[src/rtl/decode_issue_if.sv]
// ---------------------------------------------------------------------------
// decode_issue_if
//   Groups the signals of the BRISC decode/issue stage: the fetch-side
//   handshake, the held decoded instruction toward execute, the register
//   file read addresses, writeback retirement, flush and status.
//
//   Modports:
//     slave  - the decode/issue stage itself.
//     master - the environment around it (fetch, execute, writeback).
//
//   Signals:
//     in_valid, in_instr[15:0], in_ready  fetch handshake
//     out_valid, out_ready                execute handshake
//     out_op[3:0], out_rd[3:0], out_imm[7:0], out_we
//                                         held decoded instruction
//     rega_addr[3:0], regb_addr[3:0]      register-file read addresses
//     wb_valid, wb_addr[3:0]              retiring write
//     flush                               discard held instruction
//     illegal                             illegal-opcode pulse
//     busy                                any scoreboard bit pending
// ---------------------------------------------------------------------------
interface decode_issue_if;
  logic        in_valid;
  logic [15:0] in_instr;
  logic        in_ready;
  logic        out_valid;
  logic        out_ready;
  logic [3:0]  out_op;
  logic [3:0]  out_rd;
  logic [3:0]  rega_addr;
  logic [3:0]  regb_addr;
  logic [7:0]  out_imm;
  logic        out_we;
  logic        wb_valid;
  logic [3:0]  wb_addr;
  logic        flush;
  logic        illegal;
  logic        busy;

  modport slave (
    input  in_valid, in_instr, out_ready, wb_valid, wb_addr, flush,
    output in_ready, out_valid, out_op, out_rd, rega_addr, regb_addr,
           out_imm, out_we, illegal, busy
  );

  modport master (
    output in_valid, in_instr, out_ready, wb_valid, wb_addr, flush,
    input  in_ready, out_valid, out_op, out_rd, rega_addr, regb_addr,
           out_imm, out_we, illegal, busy
  );
endinterface

[src/rtl/decode_issue.sv]
// ---------------------------------------------------------------------------
// decode_issue
//   Decode/issue stage of the 16-bit BRISC core. Decodes one instruction
//   per cycle from fetch into a single output register held for execute,
//   drives the register-file read addresses, and tracks in-flight
//   destination registers in a scoreboard so RAW/WAW dependent
//   instructions stall until writeback retires the conflicting write.
//
//   Ports:
//     clk    - system clock, rising edge
//     rst_n  - synchronous active-low reset
//     bus    - decode_issue_if.slave (handshakes, decoded fields,
//              writeback, flush, illegal, busy)
//
//   Parameters:
//     NREGS          - architectural registers / scoreboard depth
//                      (register addresses are always 4 bits)
//     ILLEGAL_AS_NOP - 1: opcodes 0xC-0xF issue as NOP and pulse illegal
//                      0: such an opcode stalls forever (debug aid)
//
//   Build option:
//     DECODE_WB_BYPASS_EN - when defined, a scoreboard bit being cleared by
//                           writeback this cycle is treated as not pending,
//                           so a dependent instruction issues in the same
//                           cycle as the retiring write.
// ---------------------------------------------------------------------------
module decode_issue #(
  parameter int NREGS          = 16,
  parameter int ILLEGAL_AS_NOP = 1
) (
  input  logic           clk,
  input  logic           rst_n,
  decode_issue_if.slave  bus
);

  // Instruction fields
  logic [3:0] f_op, f_rd, f_ra, f_rb;
  logic [7:0] f_imm;

  // Decode class
  logic reads_a, reads_b, writes, is_illegal;

  // Hazard / handshake
  logic [NREGS-1:0] wb_mask;
  logic [NREGS-1:0] sb_pend;
  logic             hazard;
  logic             in_ready;
  logic             accept;

  // State
  logic             out_valid_q, out_valid_d;
  logic [3:0]       out_op_q,    out_op_d;
  logic [3:0]       out_rd_q,    out_rd_d;
  logic [3:0]       rega_q,      rega_d;
  logic [3:0]       regb_q,      regb_d;
  logic [7:0]       out_imm_q,   out_imm_d;
  logic             out_we_q,    out_we_d;
  logic             illegal_q,   illegal_d;
  logic [NREGS-1:0] sb_q,        sb_d;

  assign f_op  = bus.in_instr[15:12];
  assign f_rd  = bus.in_instr[11:8];
  assign f_ra  = bus.in_instr[7:4];
  assign f_rb  = bus.in_instr[3:0];
  assign f_imm = bus.in_instr[7:0];

  // Decode: which register fields the opcode reads and whether it writes rd.
  always_comb begin
    reads_a    = 1'b0;
    reads_b    = 1'b0;
    writes     = 1'b0;
    is_illegal = 1'b0;
    case (f_op)
      4'h0: ;
      4'h1, 4'h2, 4'h3, 4'h4, 4'h5, 4'h6, 4'h7: begin
        reads_a = 1'b1;
        reads_b = 1'b1;
        writes  = 1'b1;
      end
      4'h8: writes = 1'b1;
      4'h9: begin
        reads_a = 1'b1;
        writes  = 1'b1;
      end
      4'hA, 4'hB: begin
        reads_a = 1'b1;
        reads_b = 1'b1;
      end
      default: is_illegal = 1'b1;
    endcase
  end

  // One-hot of the register being retired this cycle.
  always_comb begin
    wb_mask = '0;
    if (bus.wb_valid) wb_mask[bus.wb_addr] = 1'b1;
  end

  // Pending view of the scoreboard used by the hazard check.
`ifdef DECODE_WB_BYPASS_EN
  assign sb_pend = sb_q & ~wb_mask;
`else
  assign sb_pend = sb_q;
`endif

  // RAW on either read port, WAW on the destination. In debug mode an
  // illegal opcode is held off by treating it as a permanent hazard.
  always_comb begin
    hazard = bus.in_valid & ((reads_a & sb_pend[f_ra]) |
                             (reads_b & sb_pend[f_rb]) |
                             (writes  & sb_pend[f_rd]));
    if (ILLEGAL_AS_NOP == 0)
      hazard = hazard | (bus.in_valid & is_illegal);
  end

  assign in_ready = (~out_valid_q | bus.out_ready) & ~hazard & ~bus.flush;
  assign accept   = bus.in_valid & in_ready;

  // Output register and scoreboard next state.
  always_comb begin
    out_valid_d = out_valid_q;
    out_op_d    = out_op_q;
    out_rd_d    = out_rd_q;
    rega_d      = rega_q;
    regb_d      = regb_q;
    out_imm_d   = out_imm_q;
    out_we_d    = out_we_q;
    illegal_d   = accept & is_illegal;

    if (bus.flush) begin
      out_valid_d = 1'b0;
    end else if (accept) begin
      out_valid_d = 1'b1;
      out_op_d    = is_illegal ? 4'h0 : f_op;
      out_rd_d    = f_rd;
      rega_d      = reads_a ? f_ra : 4'h0;
      regb_d      = reads_b ? f_rb : 4'h0;
      out_imm_d   = f_imm;
      out_we_d    = writes;
    end else if (bus.out_ready) begin
      out_valid_d = 1'b0;
    end

    // Clears first, then the set, so a same-index set overrides a clear.
    sb_d = sb_q & ~wb_mask;
    // A flushed writer never reaches writeback; WAW stalling makes it the
    // only pending writer of its destination, so its bit can be dropped.
    if (bus.flush && out_valid_q && out_we_q)
      sb_d[out_rd_q] = 1'b0;
    if (accept && writes)
      sb_d[f_rd] = 1'b1;
  end

  // Registered stage boundary toward execute.
  always_ff @(posedge clk) begin
    if (!rst_n) begin
      out_valid_q <= 1'b0;
      out_op_q    <= 4'h0;
      out_rd_q    <= 4'h0;
      rega_q      <= 4'h0;
      regb_q      <= 4'h0;
      out_imm_q   <= 8'h00;
      out_we_q    <= 1'b0;
      illegal_q   <= 1'b0;
      sb_q        <= '0;
    end else begin
      out_valid_q <= out_valid_d;
      out_op_q    <= out_op_d;
      out_rd_q    <= out_rd_d;
      rega_q      <= rega_d;
      regb_q      <= regb_d;
      out_imm_q   <= out_imm_d;
      out_we_q    <= out_we_d;
      illegal_q   <= illegal_d;
      sb_q        <= sb_d;
    end
  end

  assign bus.in_ready  = in_ready;
  assign bus.out_valid = out_valid_q;
  assign bus.out_op    = out_op_q;
  assign bus.out_rd    = out_rd_q;
  assign bus.rega_addr = rega_q;
  assign bus.regb_addr = regb_q;
  assign bus.out_imm   = out_imm_q;
  assign bus.out_we    = out_we_q;
  assign bus.illegal   = illegal_q;
  assign bus.busy      = |sb_q;

endmodule
[src/flat_wrapper.sv]
// flat-port wrapper written by rule: the top's interface ports become plain ports
module decode_issue_flat 
#(
  parameter int NREGS          = 16,
  parameter int ILLEGAL_AS_NOP = 1
)
  (clk, rst_n, bus_in_valid, bus_in_instr, bus_out_ready, bus_wb_valid, bus_wb_addr, bus_flush, bus_in_ready, bus_out_valid, bus_out_op, bus_out_rd, bus_rega_addr, bus_regb_addr, bus_out_imm, bus_out_we, bus_illegal, bus_busy);
  decode_issue_if bus_i ();
  input  logic clk;
  input  logic rst_n;
  input wire logic [$bits(bus_i.in_valid)-1:0] bus_in_valid;
  input wire logic [$bits(bus_i.in_instr)-1:0] bus_in_instr;
  input wire logic [$bits(bus_i.out_ready)-1:0] bus_out_ready;
  input wire logic [$bits(bus_i.wb_valid)-1:0] bus_wb_valid;
  input wire logic [$bits(bus_i.wb_addr)-1:0] bus_wb_addr;
  input wire logic [$bits(bus_i.flush)-1:0] bus_flush;
  output wire logic [$bits(bus_i.in_ready)-1:0] bus_in_ready;
  output wire logic [$bits(bus_i.out_valid)-1:0] bus_out_valid;
  output wire logic [$bits(bus_i.out_op)-1:0] bus_out_op;
  output wire logic [$bits(bus_i.out_rd)-1:0] bus_out_rd;
  output wire logic [$bits(bus_i.rega_addr)-1:0] bus_rega_addr;
  output wire logic [$bits(bus_i.regb_addr)-1:0] bus_regb_addr;
  output wire logic [$bits(bus_i.out_imm)-1:0] bus_out_imm;
  output wire logic [$bits(bus_i.out_we)-1:0] bus_out_we;
  output wire logic [$bits(bus_i.illegal)-1:0] bus_illegal;
  output wire logic [$bits(bus_i.busy)-1:0] bus_busy;
  assign bus_i.in_valid = bus_in_valid;
  assign bus_i.in_instr = bus_in_instr;
  assign bus_i.out_ready = bus_out_ready;
  assign bus_i.wb_valid = bus_wb_valid;
  assign bus_i.wb_addr = bus_wb_addr;
  assign bus_i.flush = bus_flush;
  assign bus_in_ready = bus_i.in_ready;
  assign bus_out_valid = bus_i.out_valid;
  assign bus_out_op = bus_i.out_op;
  assign bus_out_rd = bus_i.out_rd;
  assign bus_rega_addr = bus_i.rega_addr;
  assign bus_regb_addr = bus_i.regb_addr;
  assign bus_out_imm = bus_i.out_imm;
  assign bus_out_we = bus_i.out_we;
  assign bus_illegal = bus_i.illegal;
  assign bus_busy = bus_i.busy;
  decode_issue #(.NREGS(NREGS), .ILLEGAL_AS_NOP(ILLEGAL_AS_NOP)) u_core (.clk(clk), .rst_n(rst_n), .bus(bus_i));
endmodule
[config.mk]
export PLATFORM = sky130hd
export DESIGN_NAME = decode_issue_flat
export DESIGN_NICKNAME = d
export VERILOG_FILES = /design/src/rtl/decode_issue_if.sv /design/src/rtl/decode_issue.sv /design/src/flat_wrapper.sv
export SDC_FILE = /design/constraint.sdc
export NUM_CORES = 1
export LEC_CHECK = 0
export ABC_CLOCK_PERIOD_IN_PS = 2900
export CORE_MARGIN = 3
export CORE_UTILIZATION = 40
export DETAILED_ROUTE_END_ITERATION = 8
export MAX_ROUTING_LAYER = met4
export PLACE_DENSITY = 0.76
export SLEW_MARGIN = 20
export SYNTH_ARGS = -nofsm -noshare
export SYNTH_HDL_FRONTEND = slang
export SYNTH_SLANG_ARGS = --single-unit
export TNS_END_PERCENT = 50
[constraint.sdc]
create_clock -name clk -period 2.9 [get_ports clk]
set_input_delay 0.58 -clock clk [delete_from_list [all_inputs] [get_ports clk]]
set_output_delay 0.58 -clock clk [all_outputs]
set_load 0.005 [all_outputs]
Word-level counts from Yosys, hierarchy flattened
Cells that the tools add are included.
{"block": "word_totals", "out_inout_bits": 29, "ff_bits": 43, "elab_cells": 87, "inputBits": 26}
{"block": "classes", "order_cmp": 8, "n_mux": 24, "reduce_logical": 15, "n_eq_ne": 11, "n_bitwise": 20}
{"op": "$mux W16", "n": 3}
{"op": "$and A16 B16 Y16", "n": 2}
{"op": "$not A16 Y16", "n": 2}
{"op": "$lt A4 B5 Y1 const B", "n": 5}
{"op": "$reduce_or A9 Y1", "n": 2}
{"op": "$eq A4 B3 Y1 const B", "n": 4}
{"op": "$eq A4 B4 Y1 const B", "n": 4}
{"op": "$or A16 B16 Y16", "n": 1}
{"op": "$reduce_or A16 Y1", "n": 1}
{"op": "$bmux W1 S4", "n": 3}
{"op": "$demux W1 S4", "n": 3}
{"op": "$ge A4 B1 Y1 const B", "n": 3}
{"op": "$mux W1", "n": 12}
{"op": "$mux W4", "n": 3}
{"op": "$reduce_or A12 Y1", "n": 1}
{"op": "$reduce_or A10 Y1", "n": 1}
{"op": "$and A1 B1 Y1", "n": 8}
{"op": "$eq A4 B2 Y1 const B", "n": 2}
{"op": "$logic_and A1 B1 Y1", "n": 6}
{"op": "$eq A4 B1 Y1 const B", "n": 1}
{"op": "$logic_not A4 Y1", "n": 1}
{"op": "$not A1 Y1", "n": 4}
{"op": "$or A1 B1 Y1", "n": 3}
{"op": "$reduce_and A2 Y1", "n": 1}
{"op": "2 further kinds", "n": 2}

Logic depth before layout (Yosys ltp)
Gate-level depths: netlist (run 1).
{"block": "logic_depth", "word_depth": 13, "ltp_mapped": 9}

Worst setup path before layout (run 1)
No wires, ideal clock.
{"block": "synth_timing", "kind": "input port to output port", "startpoint": "input port bus_in_instr[5]", "endpoint": "output port bus_in_ready", "n_path_buf": 1, "arrival_ns": 2.001, "t_required_ns": 2.320, "stages": 6, "setup_slack_ns": 0.319, "path_cell_list": "clkbuf_2 > mux4_1 > mux2_2 > o221ai_2 > o311a_2 > o21a_1"}
{"block": "synth_via", "elab_chain_cells": 9}
{"item": "start, declared", "line": "flat_wrapper.sv:12", "source": "input wire logic [$bits(bus_i.in_instr)-1:0] bus_in_instr;"}
{"item": "$bmux W1 S4", "line": "decode_issue.sv:109", "source": "hazard = bus.in_valid & ((reads_a & sb_pend[f_ra]) |"}
{"item": "$mux W1 (implied by the code)", "line": "decode_issue.sv:109"}
{"item": "$and A1 B1 Y1", "line": "decode_issue.sv:109"}
{"item": "$or A1 B1 Y1", "line": "decode_issue.sv:109"}
{"item": "$or A1 B1 Y1", "line": "decode_issue.sv:110", "source": "(reads_b & sb_pend[f_rb]) |"}
{"item": "$and A1 B1 Y1", "line": "decode_issue.sv:109"}
{"item": "$not A1 Y1", "line": "decode_issue.sv:116", "source": "assign in_ready = (~out_valid_q | bus.out_ready) & ~hazard & ~bus.flush;"}
{"item": "$and A1 B1 Y1 (2 in series)", "line": "decode_issue.sv:116"}
{"item": "end, declared", "line": "flat_wrapper.sv:17", "source": "output wire logic [$bits(bus_i.in_ready)-1:0] bus_in_ready;"}
No other way between the ends. The select of a mux whose other input is x is not followed.

Worst setup path after layout (run 1)
Same ends and word-level chain as after synthesis.

==> run summary, run 1 <==
layout cells sized above 1: 0.205
Worst Skew: 0.00598 ns
CP max-delay cell: mux4_2
fillcell total: 562
cell count after synthesis: 270
mean area per synthesized cell: 9.43 µm²
DPL Wire Length: 5430 µm
post-layout power: 1.24 mW
all-layer global routing usage: 0.200
vias per inst: 5.76
RR Endpoint: u_core.sb_pend[13]
Setup Crit Path Kind: input port to primary output
Skew-Pair Late Insertion Delay: 0.29 ns
global route overflow: 0
leakage: 1.29 nW
setup violators final: 0
largest net degree at the start of global routing: 35
power per cell area: 365 nW/µm²
CP Capture Type: primary output
post-layout util: 0.565
#FFs+latches synth: 43
RSZ-0062 raised after global routing: false
initial core utilization: 0.422
cell count along the critical path: 7
Final Hold Fails: 0
CP Data Required Time: 2.32 ns
startpoint types: input port
ys async rst share: 0
Max Slew Vio Count: 0
YS warnings: 0
max cap viols: 0
CTS tree: yes
crit-path cells: clkdlybuf4s15_2 -> mux4_2 -> mux2_4 -> o221ai_2 -> o311a_4 -> o21a_1 -> clkdlybuf4s15_1
First-pass DRT Iterations: 4
fin crit share: 0.967
crit-path max cell delay: 0.49 ns
Synth area leader: dfxtp_1
Clock Path Buffers: 2
top cells by count, synth: nand2_1, dfxtp_1, mux2i_1
Post-synth EDFFs: 0
Cell Area, Synth: 2540 µm²
Avg WL per Cell: 16.7 µm
Yosys top cell area share: 0.338
DR vias: 2427
vias in the first global route: 2304
Crit. Startpoint: bus_in_instr[5]
nets@finish: 371
synth unique cells: 41
# DRC: 0
R2R Setup Slk: 0.50 ns
drt first-iter violations: 124
Synth Flop Type: dfxtp_1
worst-path fanout max: 2
initial antenna violation count: 0
Die Y-Extent: 85.8 µm
VDD IR max: 0.251 mV
Total Wirelength: 7020 µm
Layout area overhead: 33.9%
most frequent cell after synthesis: nand2_1
first-pass GRT wire length: 11500 µm
clock slew at reported path FFs: 0.08 ns
reg2reg path depth: 8
post-synthesis sequential area ratio: 0.338
clock buffer count from CTS: 5
R2R Path Start: u_core.sb_pend[12]
DRT antenna net count: 0
crit path to: bus_in_ready
crit path buf inv count: 2
Critical Path AT: 2.22 ns
Worst-Margin Slew: 0.472 ns
num rows: 28
PortBufs: 54
Synth area leaders: dfxtp_1, mux2i_1, nand2_1
clock period minus worst slack: 2.80 ns
die area: 7360 µm²
root buffer cell: clkbuf_8
Tightest Hold Check Type: register to register
Rel. slew slack: 0.685
status: finished clean
Antenna Cells: 0
critical path's top delay family: multiplexers
# IOs: 55
syn nets: 296
clk sink count: 43
Die X: 85.8 µm
gpl congestion: 1.03
Core Region: 6030 µm²
H-tree Lvls: 2
Fmax achieved: 357 MHz
cell families (layout without fill, tap and decap cells):
kind of cell | count (synthesis) | after routing | share of synthesized area
buffers and inverters | 24 | 100 | 0.0605
muxes | 45 | 45 | 0.230
DFF | 43 | 43 | 0.338
and+or+nand+nor | 113 | 113 | 0.212
AOI/OAI and AO/OA | 45 | 45 | 0.159
sequential cells by signal, summed over array words and instances, names as in the netlist:
| signal | cells |
|---|---|
| u_core.bus.out_op | 4 |
| u_core.bus.out_we | 1 |
| u_core.bus.out_rd | 4 |
| u_core.bus.regb_addr | 4 |
| u_core.bus.illegal | 1 |
| u_core.bus.rega_addr | 4 |
| u_core.bus.out_valid | 1 |
| u_core.sb_pend | 16 |
| u_core.bus.out_imm | 8 |
layout by cell type (no fill, tap or decap), types with 2 or more instances in the layout:
master,Yosys,layout
nand2_1,56,56
clkinv_2,0,3
mux2i_1,33,33
clkdlybuf4s15_1,0,2
nor4_1,4,4
clkbuf_8,0,5
o41ai_1,13,13
clkdlybuf4s15_2,0,2
buf_2,1,4
clkdlybuf4s50_1,0,43
nand2b_1,9,9
nor2b_1,3,3
nand3b_1,2,2
inv_1,4,4
mux4_2,4,8
dfxtp_1,43,43
o2111ai_1,16,16
buf_12,0,2
nand3_1,17,17
o41ai_2,3,3
buf_4,0,32
and2_1,2,2
and3_1,2,2
o221ai_2,1,2
or2_2,3,3
dlymetal6s2s_1,0,2
nor2_1,7,7
mux2_2,3,2
o21ai_1,0,2
routing by layer:
layer  global-route usage  wire length, µm  up-vias
li1                     -                -     1167
met4               0.0417               88        0
met3               0.0413              569       12
met1                0.259             3010     1141
met2                0.323             3360      107
met5                    -                0        -
worst register-to-register path: stages (launching register included):
cell and delay [ns]:
dfxtp_1 0.37, mux4_2 0.46, mux2_2 0.29, o221ai_2 0.18, o311a_4 0.23, buf_4 0.11
nand3_2 0.11, buf_12 0.18, o41ai_1 0.36
through the flow:
stage / setup WS [ns] / hold slack (ns) / instances / TNS (ns) / cell area, µm²
6_report: 0.0954 / 0.460 / 421 / 0 / 3410
5_1_grt: 0.0132 / 0.478 / 421 / 0 / 3410
4_1_cts: 0.0143 / 0.463 / 421 / 0 / 3390
3_5_place_dp: -0.706 / 0.450 / 412 / -10.50 / 3310
3_3_place_gp: -0.667 / 0.442 / 412 / -8.37 / 3310
2_1_floorplan: 0.319 / 0.451 / 270 / 0 / 2540
what timing repair did:
item	CTS	global route
gates resized for setup	29	8
buffers inserted	1	0
hold endpoints to repair	0	0
pin swaps	2	2
hold buffers	0	0
setup endpoints to repair	1	1
report_power, final:
group	total, mW	internal, mW	switching, mW
logic	0.256	0.133	0.122
registers	0.619	0.606	0.0123
clock network	0.368	0.165	0.203
total	1.24	0.904	0.338
cell type report:
type                    instances  area, µm²  share of cell area
clock inverters                 3       15.0             0.00441
clock buffers                   5       68.8              0.0202
inverters                       4       15.0             0.00441
well taps                      75       93.8              0.0275
multi-input cells             203       1550               0.454
flip-flops and latches         43        861               0.253
repair buffers                 88        807               0.237
worst min-delay path by stage:
stage / startpoint / to / slack [ns] / cells after the start
detailed placement: u_core.bus.rega_addr[2] / u_core.bus.rega_addr[2] / 0.45 / 2
global route: u_core.bus.regb_addr[1] / u_core.bus.regb_addr[1] / 0.48 / 2
finish: u_core.bus.out_imm[2] / u_core.bus.out_imm[2] / 0.46 / 2
floorplan: u_core.bus.out_imm[0] / u_core.bus.out_imm[0] / 0.45 / 2
global placement: u_core.bus.out_op[2] / u_core.bus.out_op[2] / 0.44 / 2
CTS: u_core.bus.rega_addr[2] / u_core.bus.rega_addr[2] / 0.46 / 2
No activity file was read; power rests on OpenSTA's default activity.
==> inputs of run 2 (changes only) <==
CELL_PAD_IN_SITES_DETAIL_PLACEMENT = 0   (was not set)
CELL_PAD_IN_SITES_GLOBAL_PLACEMENT = 1   (was not set)
CORE_UTILIZATION = 38   (was 40)
PLACE_DENSITY = 0.9   (was 0.76)
==> run 2 against run 1 <==
Clock power rose by 30%. Sequential share of layout area decreased by 0.25 points. Power grew 9.3%. Global-route usage up 0.33 points. Routed wire length up 6.5%. Flip-flop and latch count stayed put. Setup slack worse by 0.026 ns. Combinational power about the same. Hold slack gained 0.0026 ns. Final cell count grew 0.48%. Cell area is 0.99% higher. Largest power group unchanged. Highest routed layer unchanged.
==> run summary, run 2 (synthesized netlist as in run 1, its figures left out) <==
Non-Filler Instances: 423 (+0.48%)
Layout area overhead: 35.2%
Placed Instances: 414 (+0.49%)
Worst Skew: 0.0116 ns (+0.00558 ns)
Fmax achieved: 353 MHz (-0.92%)
DR vias: 2460 (+1.4%)
root buffer cell: clkbuf_8
reg2reg path depth: 8 (unchanged)
power per cell area: 395 nW/µm² (+8.3%)
Core Region: 6420 µm² (+6.6%)
CTS tree: yes
Psw: 0.361 mW (+6.9%)
DRT antenna net count: 0 (unchanged)
H-tree Lvls: 2 (unchanged)
initial core utilization: 0.396 (-0.0261)
cts hold-fix bufs: 0 (unchanged)
die area: 7710 µm² (+4.9%)
Rel. slew slack: 0.678 (-0.00731)
Total Wirelength: 7480 µm (+6.5%)
Antenna Cells: 0 (unchanged)
DPL Wire Length: 5570 µm (+2.6%)
status: finished clean
leakage: 1.32 nW (+2.5%)
setup ws final: 0.0695 ns (-0.0259 ns)
# DRC: 0 (unchanged)
worst-path fanout max: 4 (+2)
num rows: 29 (+3.6%)
RSZ-0062 raised after global routing: false
VDD IR max: 0.168 mV (-33%)
R2R Setup Slk: 0.50 ns (about the same)
First-pass DRT Iterations: 5 (+1)
all-layer global routing usage: 0.203 (+0.00335)
startpoint types: input port
Avg WL per Cell: 17.7 µm (+6.0%)
setup violators final: 0 (unchanged)
CP Capture Type: primary output
Final Hold Slack: 0.462 ns (+0.00260 ns)
global route overflow: 0 (unchanged)
fin crit share: 0.976 (+0.00895)
Tightest Hold Check Type: register to register
nets@finish: 371 (unchanged)
clock buffer count from CTS: 5 (unchanged)
initial antenna violation count: 0 (unchanged)
Placed Area: 3310 µm² (about the same)
max reg flops: 16 (unchanged)
layout cells sized above 1: 0.202 (-0.00289)
Final Hold Fails: 0 (unchanged)
hold path endpoint: u_core.bus.rega_addr[2]
# IOs: 55 (unchanged)
CP Data Required Time: 2.32 ns (about the same)
sequential power share: 0.456 (-0.042)
PortBufs: 54 (unchanged)
Die X: 87.8 µm (+2.4%)
clk sink count: 43 (unchanged)
drt first-iter violations: 138 (+11%)
Worst-Margin Slew: 0.483 ns (+0.0109 ns)
Clock Path Buffers: 2 (unchanged)
most frequent cells in the layout: nand2_1, dfxtp_1, clkdlybuf4s50_1
Clock Power Share: 0.354 (+0.058)
commonest non-fill, non-tap cell in the layout: nand2_1
clock period minus worst slack: 2.83 ns (+0.0259 ns)
area occupied by multi-input gates: 1550 µm² (+0.24%)
Max Slew Vio Count: 0 (unchanged)
vias in the first global route: 2364 (+2.6%)
vias per inst: 5.82 (+0.88%)
gpl congestion: 0.961 (-7.0%)
combinational power share: 0.191 (-0.015)
fillcell total: 591 (+5.2%)
pre-CTS setup slack: -0.752 ns (-0.0459 ns)
Skew-Pair Late Insertion Delay: 0.30 ns (about the same)
P_int: 0.997 mW (+10%)
clock slew at reported path FFs: 0.09 ns (about the same)
largest net degree at the start of global routing: 46 (+31%)
R2R Path Start: u_core.sb_pend[13]
min-delay src: u_core.bus.rega_addr[2]
sw frac: 0.266 (-0.00612)
first-pass GRT wire length: 11800 µm (+2.8%)
Setup Crit Path Kind: input port to primary output
Finished Cell Area: 3440 µm² (+0.99%)
RR Endpoint: u_core.sb_pend[13]
Min-Delay Path Depth: 2 (unchanged)
Critical Path AT: 2.25 ns (+0.03 ns)
Die Y-Extent: 87.8 µm (+2.4%)
Storage cell area: 861 µm² (unchanged)
max cap viols: 0 (unchanged)
-- run 2: layout make-up --
class / count / share of cell area
multi-input combinational: 203 / 0.451
clock buffer: 5 / 0.0200
timing repair buffer: 88 / 0.234
inverter: 4 / 0.00436
clock inverter: 3 / 0.0127
sequential: 43 / 0.250
tap: 77 / 0.0280
-- run 2: worst max-delay path, cell delays in order --
cell	delay [ns]
buf_2	0.13
mux4_1	0.54
mux2_2	0.29
o221ai_2	0.16
o311a_4	0.23
o21a_1	0.10
dlygate4sd2_1	0.22
-- run 2: timing repair --
| action | CTS | global route |
|---|---|---|
| setup endpoints to repair | 6 | 1 |
| gates resized for setup | 26 | 10 |
| pin swaps | 2 | 3 |
| buffers inserted | 1 | 0 |
-- run 2: power by group through the flow --
stage / clock network [mW] / registers (mW) / logic, mW
global route: 0.510 / 0.621 / 0.279
global placement: 0 / 0.632 / 0.253
CTS: 0.496 / 0.619 / 0.258
detailed placement: 0 / 0.633 / 0.255
floorplan: 0 / 0.632 / 0.125
finish: 0.480 / 0.619 / 0.259
-- run 2: stage by stage --
| stage | total power [mW] | setup TNS (ns) | utilization |
|---|---|---|---|
| 6_report | 1.36 | 0 | 0.536 |
| 5_1_grt | 1.41 | 0 | 0.536 |
| 4_1_cts | 1.37 | 0 | 0.535 |
| 3_5_place_dp | 0.888 | -12.42 | 0.515 |
| 3_3_place_gp | 0.885 | -9.51 | 0.515 |
| 2_1_floorplan | 0.757 | 0 | - |
-- run 2: how the worst max path moves through the flow --
| stage | from | to | slack (ns) | depth (start not counted) |
|---|---|---|---|---|
| after floorplan | bus_in_instr[5] | bus_in_ready | 0.32 | 6 |
| after global placement | bus_in_instr[0] | bus_in_ready | -0.71 | 7 |
| after detailed placement | bus_in_instr[0] | bus_in_ready | -0.75 | 7 |
| after CTS | bus_in_instr[9] | bus_in_ready | 0.01 | 7 |
| after global routing | bus_in_instr[14] | bus_in_ready | 0.004 | 7 |
| final | bus_in_instr[0] | bus_in_ready | 0.07 | 7 |
-- run 2: metal layers --
| metal | part of all wire | routed length, µm | GRT usage |
|---|---|---|---|
| met2 | 0.46 | 3480 | 0.311 |
| met5 | 0 | 0 | - |
| met3 | 0.072 | 540 | 0.0339 |
| met4 | 0.012 | 90 | 0.0656 |
| met1 | 0.45 | 3370 | 0.273 |
==> inputs of run 3 (changes only) <==
ABC_CLOCK_PERIOD_IN_PS = 3700   (was 2900)
CORE_UTILIZATION = 40   (was 38)
PLACE_DENSITY = 0.94   (was 0.9)
clock period = 3.7 ns   (was 2.9 ns; I/O delays follow)
==> run 3 against run 2 <==
Cell area decreased by 4.9%. Final cell count decreased by 4.3%. Count of clock-buffer cells in the layout increased by 2. Routed wire length decreased by 5.4%. Largest cell class unchanged. Critical path type unchanged. Combinational power decreased by 27%. Critical path depth unchanged. Clock power decreased by 39%.
==> run summary, run 3 (synthesized netlist as in run 1, its figures left out) <==
R2R Path Start: u_core.sb_pend[9]
nets@finish: 355 (-4.3%)
CP Capture Type: primary output
startpoint types: input port
Clock Path Buffers: 2 (unchanged)
clock period minus worst slack: 3.61 ns
layout cells sized above 1: 0.130 (-0.0720)
die area: 7360 µm² (-4.7%)
Critical Path AT: 2.87 ns (+0.62 ns)
global route overflow: 0 (unchanged)
Storage cell area: 861 µm² (unchanged)
worst-path fanout max: 3 (-1)
fin crit share: 0.975
crit-path cells: dlygate4sd2_1 -> mux4_1 -> mux2_2 -> o221ai_2 -> o311a_2 -> o21a_1 -> clkdlybuf4s50_1
Die Y-Extent: 85.8 µm (-2.4%)
Tightest Hold Check Type: register to register
Avg WL per Cell: 17.5 µm (-1.2%)
DPL Wire Length: 5320 µm (-4.4%)
max cap viols: 0 (unchanged)
CTS tree: yes
Setup Crit Path Kind: input port to primary output
min-delay src: u_core.bus.rega_addr[3]
Layout area overhead: 28.5%
VDD IR max: 0.172 mV (+2.0%)
all-layer global routing usage: 0.207 (+0.00435)
leakage: 1.21 nW (-8.9%)
Placed Instances: 396 (-4.3%)
Final TNS setup: 0 ns (unchanged)
Min-Delay Path Depth: 2 (unchanged)
CP max-delay cell: mux4_1
num rows: 28 (-3.4%)
status: finished clean
pre-CTS setup slack: -0.267 ns (+0.485 ns)
Total Wirelength: 7070 µm (-5.4%)
Rel. slew slack: 0.647 (-0.0301)
setup ws final: 0.0941 ns (+0.0246 ns)
initial antenna violation count: 0 (unchanged)
Non-Filler Instances: 405 (-4.3%)
PortBufs: 54 (unchanged)
DRT antenna net count: 0 (unchanged)
setup violators final: 0 (unchanged)
cts hold-fix bufs: 0 (unchanged)
CP Data Required Time: 2.96 ns (+0.64 ns)
R2R Setup Slk: 1.23 ns (+0.73 ns)
hold path endpoint: u_core.bus.rega_addr[3]
First-pass DRT Iterations: 4 (-1)
clock buffer count from CTS: 5 (unchanged)
Worst Skew: 0.00320 ns (-0.00836 ns)
vias in the first global route: 2298 (-2.8%)
largest net degree at the start of global routing: 44 (-4.3%)
Max Slew Vio Count: 0 (unchanged)
root buffer cell: clkbuf_8
Worst-Margin Slew: 0.528 ns (+0.0451 ns)
crit-path max cell delay: 0.58 ns (+0.04 ns)
vias per inst: 5.84 (+0.41%)
Die X: 85.8 µm (-2.4%)
Core Region: 6030 µm² (-6.2%)
drt first-iter violations: 119 (-14%)
DR vias: 2365 (-3.9%)
commonest non-fill, non-tap cell in the layout: nand2_1
most frequent cells in the layout: nand2_1, clkdlybuf4s50_1, dfxtp_1
Fmax achieved: 277 MHz
Final Hold Fails: 0 (unchanged)
# IOs: 55 (unchanged)
gpl congestion: 0.920 (-4.3%)
first-pass GRT wire length: 11800 µm (-0.41%)
clock slew at reported path FFs: 0.08 ns (about the same)
H-tree Lvls: 2 (unchanged)
clk sink count: 43 (unchanged)
reg2reg path depth: 8 (unchanged)
Antenna Cells: 0 (unchanged)
RSZ-0062 raised after global routing: false
area occupied by multi-input gates: 1530 µm² (-1.1%)
fillcell total: 581 (-1.7%)
# DRC: 0 (unchanged)
Skew-Pair Late Insertion Delay: 0.30 ns (about the same)
power per cell area: 296 nW/µm² (-25%)
RR Endpoint: u_core.sb_pend[0]
max reg flops: 16 (unchanged)
initial core utilization: 0.422 (+0.0261)
[run 3: cell count changes in the layout (fill, tap and decap cells not counted), moves of 3 or more]
cell             previous run  this run
buf_4                      33        16
clkdlybuf4s50_1            42        46
dlygate4sd2_1               2         7
dlymetal6s2s_1              3         0
[run 3: worst max-delay path by stage]
| stage | start | endpoint | slack (ns) | depth (start not counted) |
|---|---|---|---|---|
| after floorplan | bus_in_instr[5] | bus_in_ready | 0.80 | 6 |
| after global placement | bus_in_instr[0] | bus_in_ready | -0.21 | 7 |
| after detailed placement | bus_in_instr[0] | bus_in_ready | -0.27 | 7 |
| after CTS | bus_in_instr[0] | bus_in_ready | 0.02 | 7 |
| after global routing | bus_in_instr[0] | bus_in_ready | 0.009 | 7 |
| final | bus_in_instr[0] | bus_in_ready | 0.09 | 7 |
[run 3: per-layer routing]
layer | global-route usage | up-vias | share of wire
li1 | - | 1139 | -
met1 | 0.271 | 1126 | 0.44
met2 | 0.313 | 87 | 0.47
met3 | 0.0576 | 13 | 0.070
met4 | 0.0633 | 0 | 0.016
met5 | - | - | 0
[run 3: worst max-delay path, delay by kind of cell]
kind	cells	cell delay, ns
muxes	2	0.87
buffers and inverters	2	0.76
AOI/OAI and AO/OA	3	0.50
[run 3: per-stage QoR]
step                      area [µm²]   util  hold slack (ns)  total power [mW]
after floorplan                 2540      -            0.451             0.593
after CTS                       3260  0.542            0.462             0.971
after detailed placement        3190  0.529            0.451             0.685
after global routing            3270  0.543            0.482              1.01
final                           3270  0.543            0.460             0.967
after global placement          3190  0.529            0.442             0.682
[run 3: area by class of cell]
class | instances | area share
timing repair buffer | 72 | 0.210
clock buffer | 7 | 0.0233
sequential | 43 | 0.263
tap | 75 | 0.0287
inverter | 4 | 0.00459
clock inverter | 1 | 0.00153
multi-input combinational | 203 | 0.469
[run 3: timing repair]
item / CTS / global route
gates cloned: 0 / 0
endpoints found under the setup margin: 1 / 1
setup buffers: 1 / 0
gates resized for setup: 8 / 1
pin swaps: 2 / 1
[run 3: report_power, final]
group	leakage (nW)	internal (mW)	switching (mW)	total [mW]
Combinational	0.816	0.0956	0.0936	0.189
Clock	0.0422	0.133	0.160	0.293
Sequential	0.348	0.475	0.00987	0.485
